### src/rtl/alu_request_arbiter.sv
// alu_request_arbiter: round-robin sharing of one registered alu between requesters.
// Optional build macro ALU_ARB_ILLEGAL_OP_EN: opcodes above 3'b100 are answered with an error.
module alu_request_arbiter #(
    parameter int NUM_REQ      = 4,
    parameter int DATA_WIDTH   = 8,
    parameter int OPCODE_WIDTH = 3,
    parameter int ALU_LATENCY  = 1
) (
    input  logic                             clock_in,
    input  logic                             reset_in,
    input  logic [NUM_REQ-1:0]               req_valid_in,
    output logic [NUM_REQ-1:0]               req_ready_out,
    input  logic [NUM_REQ*OPCODE_WIDTH-1:0]  req_opcode_in,
    input  logic [NUM_REQ*DATA_WIDTH-1:0]    req_input1_in,
    input  logic [NUM_REQ*DATA_WIDTH-1:0]    req_input2_in,
    output logic [NUM_REQ-1:0]               resp_valid_out,
    input  logic [NUM_REQ-1:0]               resp_ready_in,
    output logic [DATA_WIDTH-1:0]            resp_data_out,
    output logic                             resp_error_out,
    output logic                             alu_enable_out,
    output logic [OPCODE_WIDTH-1:0]          alu_opcode_out,
    output logic [DATA_WIDTH-1:0]            alu_input1_out,
    output logic [DATA_WIDTH-1:0]            alu_input2_out,
    input  logic [DATA_WIDTH-1:0]            alu_result_in,
    output logic                             busy_out
);

    localparam int PW = (NUM_REQ > 2) ? $clog2(NUM_REQ) : 1;
    localparam int CW = (ALU_LATENCY > 1) ? $clog2(ALU_LATENCY) : 1;

    localparam logic [1:0] IDLE    = 2'd0;
    localparam logic [1:0] ISSUE   = 2'd1;
    localparam logic [1:0] WAIT    = 2'd2;
    localparam logic [1:0] RESPOND = 2'd3;

    logic [1:0]              state;
    logic [PW-1:0]           ptr;
    logic [PW-1:0]           owner;
    logic [OPCODE_WIDTH-1:0] op_q;
    logic [DATA_WIDTH-1:0]   in1_q;
    logic [DATA_WIDTH-1:0]   in2_q;
    logic [DATA_WIDTH-1:0]   result_q;
    logic [CW-1:0]           cnt;

    logic                    grant_valid;
    logic [PW-1:0]           grant_idx;
    logic [PW:0]             cand;
    logic [NUM_REQ-1:0]      grant_oh;
    logic [NUM_REQ-1:0]      owner_oh;
    logic [OPCODE_WIDTH-1:0] sel_op;
    logic [DATA_WIDTH-1:0]   sel_a;
    logic [DATA_WIDTH-1:0]   sel_b;
    logic                    accept;
    logic                    illegal;
    logic                    resp_take;
    logic                    alu_active;
    logic [PW-1:0]           ptr_next;

    // Scan downwards so the candidate closest to ptr is the one left standing.
    always_comb begin
        grant_valid = 1'b0;
        grant_idx   = '0;
        cand        = '0;
        for (int i = NUM_REQ - 1; i >= 0; i--) begin
            cand = {1'b0, ptr} + (PW+1)'(i);
            if (cand >= (PW+1)'(NUM_REQ))
                cand = cand - (PW+1)'(NUM_REQ);
            if (req_valid_in[cand[PW-1:0]]) begin
                grant_valid = 1'b1;
                grant_idx   = cand[PW-1:0];
            end
        end
    end

    always_comb begin
        sel_op   = '0;
        sel_a    = '0;
        sel_b    = '0;
        grant_oh = '0;
        owner_oh = '0;
        for (int k = 0; k < NUM_REQ; k++) begin
            if (grant_idx == PW'(k)) begin
                sel_op      = req_opcode_in[k*OPCODE_WIDTH +: OPCODE_WIDTH];
                sel_a       = req_input1_in[k*DATA_WIDTH +: DATA_WIDTH];
                sel_b       = req_input2_in[k*DATA_WIDTH +: DATA_WIDTH];
                grant_oh[k] = 1'b1;
            end
            if (owner == PW'(k))
                owner_oh[k] = 1'b1;
        end
    end

    assign accept     = (state == IDLE) && grant_valid && reset_in;
    assign resp_take  = (state == RESPOND) && |(resp_ready_in & owner_oh);
    assign alu_active = (state == ISSUE) || (state == WAIT);
    assign ptr_next   = (grant_idx == PW'(NUM_REQ - 1)) ? '0 : grant_idx + 1'b1;

    assign req_ready_out  = accept ? grant_oh : '0;
    assign resp_valid_out = (state == RESPOND) ? owner_oh : '0;
    assign resp_data_out  = (state == RESPOND) ? result_q : '0;
    assign alu_enable_out = alu_active;
    assign alu_opcode_out = alu_active ? op_q : '0;
    assign alu_input1_out = alu_active ? in1_q : '0;
    assign alu_input2_out = alu_active ? in2_q : '0;
    assign busy_out       = (state != IDLE);

`ifdef ALU_ARB_ILLEGAL_OP_EN
    logic err_q;

    assign illegal        = (sel_op > OPCODE_WIDTH'(4));
    assign resp_error_out = (state == RESPOND) && err_q;

    always_ff @(posedge clock_in or negedge reset_in) begin
        if (!reset_in)
            err_q <= 1'b0;
        else if (accept)
            err_q <= illegal;
    end
`else
    assign illegal        = 1'b0;
    assign resp_error_out = 1'b0;
`endif

    always_ff @(posedge clock_in or negedge reset_in) begin
        if (!reset_in) begin
            state    <= IDLE;
            ptr      <= '0;
            owner    <= '0;
            op_q     <= '0;
            in1_q    <= '0;
            in2_q    <= '0;
            result_q <= '0;
            cnt      <= '0;
        end else begin
            unique case (state)
                IDLE: begin
                    if (accept) begin
                        owner    <= grant_idx;
                        op_q     <= sel_op;
                        in1_q    <= sel_a;
                        in2_q    <= sel_b;
                        result_q <= '0;
                        ptr      <= ptr_next;
                        state    <= illegal ? RESPOND : ISSUE;
                    end
                end
                ISSUE: begin
                    cnt   <= CW'(ALU_LATENCY - 1);
                    state <= WAIT;
                end
                WAIT: begin
                    if (cnt == '0) begin
                        result_q <= alu_result_in;
                        state    <= RESPOND;
                    end else begin
                        cnt <= cnt - 1'b1;
                    end
                end
                RESPOND: begin
                    if (resp_take)
                        state <= IDLE;
                end
                default: state <= IDLE;
            endcase
        end
    end

endmodule

### config.mk
export PLATFORM = sky130hd
export DESIGN_NAME = alu_request_arbiter
export DESIGN_NICKNAME = d
export VERILOG_FILES = /design/src/rtl/alu_request_arbiter.sv
export SDC_FILE = /design/constraint.sdc
export NUM_CORES = 1
export LEC_CHECK = 0
export ABC_AREA = 1
export BUFFER_PORTS_ARGS = -buffer_cell sky130_fd_sc_hd__buf_2
export CAP_MARGIN = 20
export CORE_UTILIZATION = 46
export DETAILED_ROUTE_END_ITERATION = 6
export MAX_ROUTING_LAYER = met4
export PLACE_DENSITY = 0.81
export SLEW_MARGIN = 20
export SYNTH_ARGS = -nofsm -noshare
export SYNTH_HDL_FRONTEND = slang
export SYNTH_SLANG_ARGS = --single-unit
### constraint.sdc
create_clock -name clock_in -period 2.7 [get_ports clock_in]
set_clock_uncertainty 0.05 [all_clocks]
set_input_delay 0.405 -clock clock_in [delete_from_list [all_inputs] [get_ports clock_in]]
set_output_delay 0.405 -clock clock_in [all_outputs]
set_load 0.01 [all_outputs]
; Word level (Yosys, flattened, before mapping)
; Index checks and enable logic that the tools add are counted.
[op_classes]
bitwise = 1
n_eq_ne = 12
mux = 56
n_reduce_logical = 14
magnitude_cmp = 8
add_sub_neg = 9
[ops]
columns = operator, n
row1 = $mux 8, 13
row2 = $mux 2, 12
row3 = $mux 1, 17
row4 = $pmux 8 s2, 1
row5 = $mux 3, 5
row6 = $eq 2x2->1 const B, 6
row7 = $lt 2x3->1 const B, 4
row8 = $ge 3x3->1 const B, 3
row9 = $bmux 1 s2, 4
row10 = $mux 4, 2
row11 = $pmux 2 s4, 1
row12 = $sub 2x1->2 const B, 4
row13 = $add 2x2->3 const B, 2
row14 = $eq 2x1->1 const B, 3
row15 = $logic_not 2->1, 3
row16 = $ne 2x2->1 const B, 3
row17 = $reduce_and 3->1, 2
row18 = $reduce_bool 2->1, 3
row19 = $and 4x4->4, 1
row20 = $reduce_or 4->1, 1
row21 = $add 2x1->3 const B, 1
row22 = $ge 2x3->1 const B, 1
row23 = $logic_and 1x1->1, 3
row24 = $add 2x1->2 const B, 1
row25 = 4 further kinds, 4
[totals]
wordCells = 108
ff_bits = 34
out_inout_bits = 38
in_bits = 94

; Depth between registers and ports, before layout
; Gate-level depths: netlist of the first run.
[depth]
depth_word = 14
depth_mapped = 21
depth_no_buf = 19

; Worst setup path before layout of the first run
; Ideal clock, no wire load.
[synth_path]
path_kind = reg2out
from = reg ptr[0]
to = out req_ready_out[1]
setup_slack_ps = 262
path_buffers = 2
arrival_time_ps = 1983
path_stages_with_launch = 15
required_time_ps = 2245
cell_sequence = dfrtp_1 buf_6 inv_6 nand2_1 nand2_1 nand2_2 nand2_2 nor2_1 o21ai_0 nand2_1 inv_1 ha_1 clkbuf_1 inv_1 nor2_1
[synth_via]
elab_chain_cells = 12
word_cells_on_any_way = 36
classes_between = 7 x add/sub / 4 x order compare / 1 x eq/ne / 22 x mux / 2 x reduce/logical
[synth_rtl]
columns = item, line
row1 = "start, declared", 37  ; logic [PW-1:0] ptr;
row2 = "start signal, assigned", 143  ; ptr <= ptr_next;
row3 = $add 2x2->3, 65  ; cand = {1'b0, ptr} + (PW+1)'(i);
row4 = $ge 3x3->1 / $sub 2x1->2 (equally long branches), "66, 67"
row5 = $mux 2, 66  ; if (cand >= (PW+1)'(NUM_REQ))
row6 = $bmux 1 s2, 68  ; if (req_valid_in[cand[PW-1:0]]) begin
row7 = $mux 1 (implied by the code), 68
row8 = $mux 2 (3 in a row), 68
row9 = $mux 2 (*), 68
row10 = via grant_idx[0], 46  ; logic [PW-1:0] grant_idx;
row11 = $eq 2x1->1 (*), 82  ; if (grant_idx == PW'(k)) begin
row12 = $mux 1 (*), 82
row13 = $mux 4 (*), 98  ; assign req_ready_out = accept ? grant_oh : '0;
row14 = "end, declared", 12  ; output logic [NUM_REQ-1:0] req_ready_out,
; The timed path passes the listed nets; every way through them passes the cells marked *. The select of a mux whose other input is x is not followed.

; Worst setup path after layout of the first run
[layout_path]
from = reg ptr[1]
to = out req_ready_out[2]
[layout_via]
elab_chain_cells = 12
word_cells_on_any_way = 36
classes_between = 7 x add/sub / 4 x order compare / 1 x eq/ne / 22 x mux / 2 x reduce/logical
[layout_rtl]
columns = item, line
row1 = $add 2x2->3, 65
row2 = $ge 3x3->1 / $sub 2x1->2 (equally long branches), "66, 67"
row3 = $mux 2, 66
row4 = $bmux 1 s2, 68
row5 = $mux 1 (implied by the code), 68
row6 = $mux 2 / $mux 1 (equally long branches) (4 in a row), 68
row7 = $eq 2x2->1 / $logic_and 1x1->1 (equally long branches), "82, 93"
row8 = $mux 1 / $logic_and 1x1->1 (equally long branches), "82, 93"
row9 = $mux 4 (*), 98
; Every way passes the cells marked *; elsewhere a longest branch is shown, timed or not. The select of a mux whose other input is x is not followed.

==> flow_metrics.env, run 1 <==
export IMPL_area_delta_synth_final_pct=37.4
export IMPL_drt_iter0_markers=178
export IMPL_clock_sinks=33
export IMPL_num_vias=2991
export IMPL_finalWorstPathRequiredPeriod_ns=2.65
export IMPL_cp_startpoint="ptr[1]"
export IMPL_io_pins=132
export IMPL_endpoint_kind="output pin"
export IMPL_grtUsageTotal_pct=25.2
export IMPL_status="finished, final reports clean"
export IMPL_crit_top_cell="nand2_2"
export IMPL_grt_max_degree=37
export IMPL_rsz0062_at_grt="yes"
export IMPL_synthCells=414
export IMPL_required_ns=2.25
export IMPL_antenna_found_initial=0
export IMPL_finalSetupViolCount=0
export IMPL_dpl_cell_area_um2=3240
export IMPL_place_gp_congestion=0.898
export IMPL_coreArea_um2=5240
export IMPL_die_h_um=76.8
export IMPL_wl_per_cell_um=12.2
export IMPL_powerDensity_nw_per_um2=1540
export IMPL_cp_cell_sequence="inv_4 > nand2_1 > nand2_2 > nand2_2 > nand2_4 > nor2_4 > nor2_1 > nand2_2 > nand2_4 > ha_2 > inv_1 > buf_6 > nor2_1 > buf_2"
export IMPL_clock_path_buffers=2
export IMPL_clockRootBuffer="clkbuf_8"
export IMPL_drt_total_wl_um=7490
export IMPL_worstSetupPathType="reg2out"
export IMPL_min_path_type="in2async"
export IMPL_timing_final_hold_violations=0
export IMPL_fmax_ghz=0.377
export IMPL_dp_slack_ns=-0.00587
export IMPL_cpPeakStageDelay_ns=0.48
export IMPL_final_cell_mix="nand2_1, buf_2, inv_1"
export IMPL_diodes=0
export IMPL_synth_net_count=516
export IMPL_clkTransAtPathRegs_ns=0.06
export IMPL_reg2reg_depth=20
export IMPL_worst_pin_slew_ns=0.687
export IMPL_drt_first_pass_iters=4
export IMPL_yosysTopAreaCell="dfrtp_1"
export IMPL_fin_crit_sh_pct=98.3
export IMPL_yosysTopAreaCellShare_pct=32.1
export IMPL_grt_pass1_vias=2654
export IMPL_row_count=26
export IMPL_maxCapViolations=0
export IMPL_ir_drop_v=0.00111
export IMPL_fin_ws_ns=0.0469
export IMPL_grt_overflow_total=0
export IMPL_synth_area_top_cells="dfrtp_1, nand2_1, o21ai_0, inv_1, nand3_1"
export IMPL_initial_utilization_pct=49.1
export IMPL_synthDistinctLibCells=25
export IMPL_hpwl_um=5370
export IMPL_nNetsFinal=645
export IMPL_grt_pass1_wl_um=11700
export IMPL_vias_per_cell=4.87
export IMPL_numCtsBuffers=5
export IMPL_die_w_um=76.8
export IMPL_mostFrequentLayoutCell="nand2_1"
export IMPL_ys_seq_area_share_pct=32.1
export IMPL_htreeDepth=2
export IMPL_drtAntennaViolNets=0
export IMPL_die_area_um2=5890
export IMPL_design_area_um2=3530
export IMPL_insertion_delay_ns=0.28
export IMPL_avgSynthCellArea_um2=6.21
export IMPL_drive_above_1_share_pct=36.2
export IMPL_slew_violations=0
export IMPL_worst_ep_arrival_time_ns=2.20
export IMPL_cts_tree="built"
export IMPL_port_buffers=130
export IMPL_worstPathMaxFanout=20
export IMPL_synth_seq_cells=33
export IMPL_p_leak_nw=2.19
export IMPL_syn_area_um2=2570
export IMPL_yosysWarnings=0
export IMPL_slowest_stage="dfrtp_2"
export IMPL_worstSetupStartpointType="register"
export IMPL_relSlewSlack_pct=54.2
export IMPL_r2r_start="ptr[1]"
export IMPL_n_fill_cell=477
export IMPL_drc=0
-- layout make-up --
class | count | area, um^2 | share of cell area [%]
tap | 70 | 87.6 | 2.48
multi-input combinational | 310 | 1570 | 44.3
sequential | 33 | 828 | 23.4
clock buffer | 8 | 80.1 | 2.27
inverter | 48 | 188 | 5.31
timing repair buffer | 145 | 785 | 22.2
-- per-stage QoR --
step           power, mW  std cells  hold slack [ns]  setup TNS [ns]  util, %
6_report            5.43        614            0.120               0     67.5
5_1_grt             6.02        614            0.154          -0.465     67.5
4_1_cts             4.96        608            0.131               0     64.0
3_5_place_dp        4.46        598            0.415        -0.00587     61.8
3_3_place_gp        4.36        598            0.413               0     61.8
2_1_floorplan       3.52        414           0.0594               0        -
-- path summary, 6_finish.rpt --
kind / slack (ns) / endpoint
worst min register to register: 0.43 / in2_q[6]
min in group clock_in: 0.31 / result_q[6]
worst max-delay path: 0.05 / req_ready_out[2]
max in group asynchronous: 2.16 / ptr[0]
worst max register to register: 0.17 / in1_q[7]
worst min-delay path: 0.12 / state[0]
-- flip-flops by register name, summed over array words and instances, names as in the netlist --
signal / cells
in1_q: 8
in2_q: 8
op_q: 3
owner: 2
ptr: 2
result_q: 8
state: 2
-- cell families (layout without fill, tap and decap cells) --
logic type,after synthesis,after routing,synth area share (%)
fa+ha+maj,8,8,3.89
flops,33,33,32.1
buf+inv,71,201,12.5
other cells,1,1,0.146
compound gates,61,61,11.9
simple gates,240,240,39.5
-- critical path: cells and delay by family, from the launching register on --
kind / cells / cell delay (ns)
flip-flops: 1 / 0.48
adder cells (fa/ha/maj): 1 / 0.18
buffers and inverters: 4 / 0.46
AND/OR/NAND/NOR: 9 / 0.78
-- per-layer routing --
layer  vias up  track usage, %  routed length, um
met2       122            42.7               3750
met3         6            4.29                420
met1      1329            31.1               3270
li1       1534               -                  -
met4         0            5.77                 48
met5         -               -                  0
-- where the power goes --
part / switching (mW) / internal [mW]
Combinational: 2.61 / 1.60
Sequential: 0.159 / 0.718
Clock: 0.164 / 0.183
Total: 2.93 / 2.50
-- repair_timing --
action / in CTS / in global routing
hold buffers: 0 / 0
gates cloned: 1 / 0
setup buffers: 1 / 6
gates resized for setup: 7 / 49
endpoints found under the setup margin: 4 / 23
pin swaps: 1 / 15
-- Yosys cell counts --
| master | n |
|---|---|
| buf_4 | 4 |
| a21oi_1 | 19 |
| nor2_1 | 6 |
| dfrtp_1 | 33 |
| o21ai_0 | 41 |
| buf_2 | 3 |
| nand3_2 | 4 |
| inv_6 | 1 |
| buf_6 | 4 |
| nand4_1 | 1 |
| clkbuf_1 | 12 |
| nand2_1 | 192 |
| inv_1 | 45 |
| nor2_2 | 1 |
| nand2_4 | 1 |
| or2_2 | 1 |
| a31oi_1 | 1 |
| inv_2 | 2 |
| nand3_1 | 24 |
| conb_1 | 1 |
| nor2_4 | 2 |
| nor3_1 | 4 |
| nand2_8 | 1 |
| nand2_2 | 3 |
| ha_1 | 8 |
Note: power is estimated with default switching activity, not from simulation.
==> inputs of run 2 (changes only) <==
--- a/config.mk
+++ b/config.mk
@@ -11,7 +11,7 @@
 export CORE_UTILIZATION = 46
 export DETAILED_ROUTE_END_ITERATION = 6
 export MAX_ROUTING_LAYER = met4
-export PLACE_DENSITY = 0.81
+export PLACE_DENSITY = 0.83
 export SLEW_MARGIN = 20
 export SYNTH_ARGS = -nofsm -noshare
 export SYNTH_HDL_FRONTEND = slang
==> run 2 against run 1 <==
Net effect: the run now ends with negative setup slack left; clock-buffer cell count fell by 2; flip-flop and latch count did not move; utilization rose by 1.7 points; global-route usage rose by 0.24 points; hold slack lost 0.0041 ns; clock power up 41%; cell area up 2.5%; wire length increased by 1.6%; total power up 7.1%; via count is 0.23% lower; fmax is 2.2% lower.
==> flow_metrics.env, run 2 (synthesized netlist as in run 1, its figures left out) <==
export IMPL_drt_iter0_markers=145
export IMPL_htreeDepth=2
export IMPL_antenna_found_initial=0
export IMPL_vias_per_cell=4.84
export IMPL_insertion_delay_ns=0.29
export IMPL_num_vias=2984
export IMPL_top_regs="in1_q x8, in2_q x8, result_q x8"
export IMPL_final_cells=616
export IMPL_fin_ws_ns=-0.0117
export IMPL_worst_ep_arrival_time_ns=2.26
export IMPL_dp_cells=598
export IMPL_timing_final_hold_violations=0
export IMPL_maxCapViolations=0
export IMPL_die_area_um2=5890
export IMPL_violations="negative setup slack"
export IMPL_clockRootBuffer="clkbuf_8"
export IMPL_place_gp_congestion=0.932
export IMPL_mostFrequentLayoutCell="nand2_1"
export IMPL_fmax_ghz=0.369
export IMPL_die_w_um=76.8
export IMPL_grt_max_degree=37
export IMPL_clock_path_buffers=2
export IMPL_n_fill_cell=445
export IMPL_drt_total_wl_um=7600
export IMPL_wl_per_cell_um=12.3
export IMPL_nNetsFinal=647
export IMPL_design_area_um2=3620
export IMPL_dpl_cell_area_um2=3250
export IMPL_drtAntennaViolNets=0
export IMPL_io_pins=132
export IMPL_min_path_type="in2async"
export IMPL_final_cell_mix="nand2_1, buf_2, inv_1"
export IMPL_slew_violations=0
export IMPL_worst_pin_slew_ns=0.669
export IMPL_finalWorstPathRequiredPeriod_ns=2.71
export IMPL_area_delta_synth_final_pct=40.9
export IMPL_port_buffers=130
export IMPL_post_route_util_pct=69.2
export IMPL_finalSetupViolCount=1
export IMPL_row_count=26
export IMPL_grtUsageTotal_pct=25.4
export IMPL_die_h_um=76.8
export IMPL_worstSetupStartpointType="register"
export IMPL_required_ns=2.25
export IMPL_fin_crit_sh_pct=100
export IMPL_coreArea_um2=5240
export IMPL_hpwl_um=5360
export IMPL_rsz0062_at_grt="yes"
export IMPL_grt_pass1_vias=2756
export IMPL_worstPathMaxFanout=8
export IMPL_diodes=0
export IMPL_drive_above_1_share_pct=38.5
export IMPL_r2r_slack_ns=0.10
export IMPL_drt_first_pass_iters=5
export IMPL_grt_overflow_total=0
export IMPL_drc=0
export IMPL_ir_drop_v=0.00130
export IMPL_cts_hold_buf=0
export IMPL_numCtsBuffers=5
export IMPL_cts_tree="built"
export IMPL_worstSetupPathType="reg2out"
export IMPL_initial_utilization_pct=49.1
export IMPL_powerDensity_nw_per_um2=1610
export IMPL_relSlewSlack_pct=55.4
export IMPL_finalSetupTns_ns=-0.0117
export IMPL_status="finished with violations"
export IMPL_p_leak_nw=2.22
export IMPL_clkTransAtPathRegs_ns=0.07
export IMPL_endpoint_kind="output pin"
export IMPL_clock_sinks=33
export IMPL_grt_pass1_wl_um=11800
## run 2: cell types whose count changed in the layout (fill, tap and decap cells not counted), moves of 3 or more
| cell | delta |
|---|---|
| buf_4 | +3 |
| nor2_2 | +4 |
| o21ai_1 | +6 |
| o21ai_0 | -7 |
| nor2_1 | -3 |
| clkbuf_1 | -3 |
## run 2: metal layers
metal  GRT usage [%]  up-vias  wire [um]
li1                -     1544          -
met1            29.3     1304       3150
met2            44.3      122       3820
met3            4.17       14        462
met4            9.04        0        163
met5               -        -          0
## run 2: final cells by class
type | count | area [um^2] | area share, %
clock buffers | 6 | 82.6 | 2.28
well taps | 70 | 87.6 | 2.42
clock inverters | 2 | 37.5 | 1.04
inverters | 48 | 194 | 5.35
multi-input cells | 310 | 1570 | 43.4
repair buffers | 147 | 821 | 22.7
flip-flops and latches | 33 | 828 | 22.9
## run 2: repair_timing
| action | 4_1_cts | 5_1_grt |
|---|---|---|
| pin swaps | 1 | 15 |
| buffers inserted | 3 | 6 |
| cloned | 0 | 1 |
| endpoints found under the hold margin | 0 | 0 |
| gates resized for setup | 5 | 60 |
| endpoints found under the setup margin | 7 | 23 |
## run 2: worst max-delay path: stages, from the launching register on
cell      delay (ns)
dfrtp_2         0.46
clkinv_4        0.15
nand2_2         0.09
nand2_2         0.06
nand2_2         0.10
nand2_1         0.07
nand2_1         0.08
nand3_1         0.08
nand3_1         0.09
nand2_2         0.13
inv_2           0.12
ha_4            0.17
buf_12          0.12
clkinv_4        0.04
nor2_2          0.06
buf_2           0.14
## run 2: power breakdown
| part | leakage (nW) | total (mW) | switching (mW) | internal, mW |
|---|---|---|---|---|
| sequential | 0.418 | 0.876 | 0.158 | 0.718 |
| clock | 0.0574 | 0.491 | 0.191 | 0.300 |
| combinational | 1.74 | 4.45 | 2.66 | 1.79 |
## run 2: final timing paths
path / start / to / cells past startpoint
setup / recovery: ptr[0] / req_ready_out[1] / 15
max in group asynchronous: reset_in / ptr[1] / 2
hold / removal: reset_in / owner[1] / 2
min in group clock_in: alu_result_in[6] / result_q[6] / 3
setup reg to reg: ptr[0] / in2_q[4] / 20
hold reg to reg: in1_q[4] / in1_q[4] / 2
## run 2: through the flow
| stage | total power [mW] | setup WS [ns] | hold WS [ns] |
|---|---|---|---|
| 2_1_floorplan | 3.52 | 0.262 | 0.0594 |
| 3_3_place_gp | 4.38 | 0.147 | 0.411 |
| 5_1_grt | 6.42 | -0.130 | 0.156 |
| 3_5_place_dp | 4.48 | -0.0182 | 0.418 |
| 6_report | 5.82 | -0.0117 | 0.116 |
| 4_1_cts | 5.14 | -0.0300 | 0.130 |
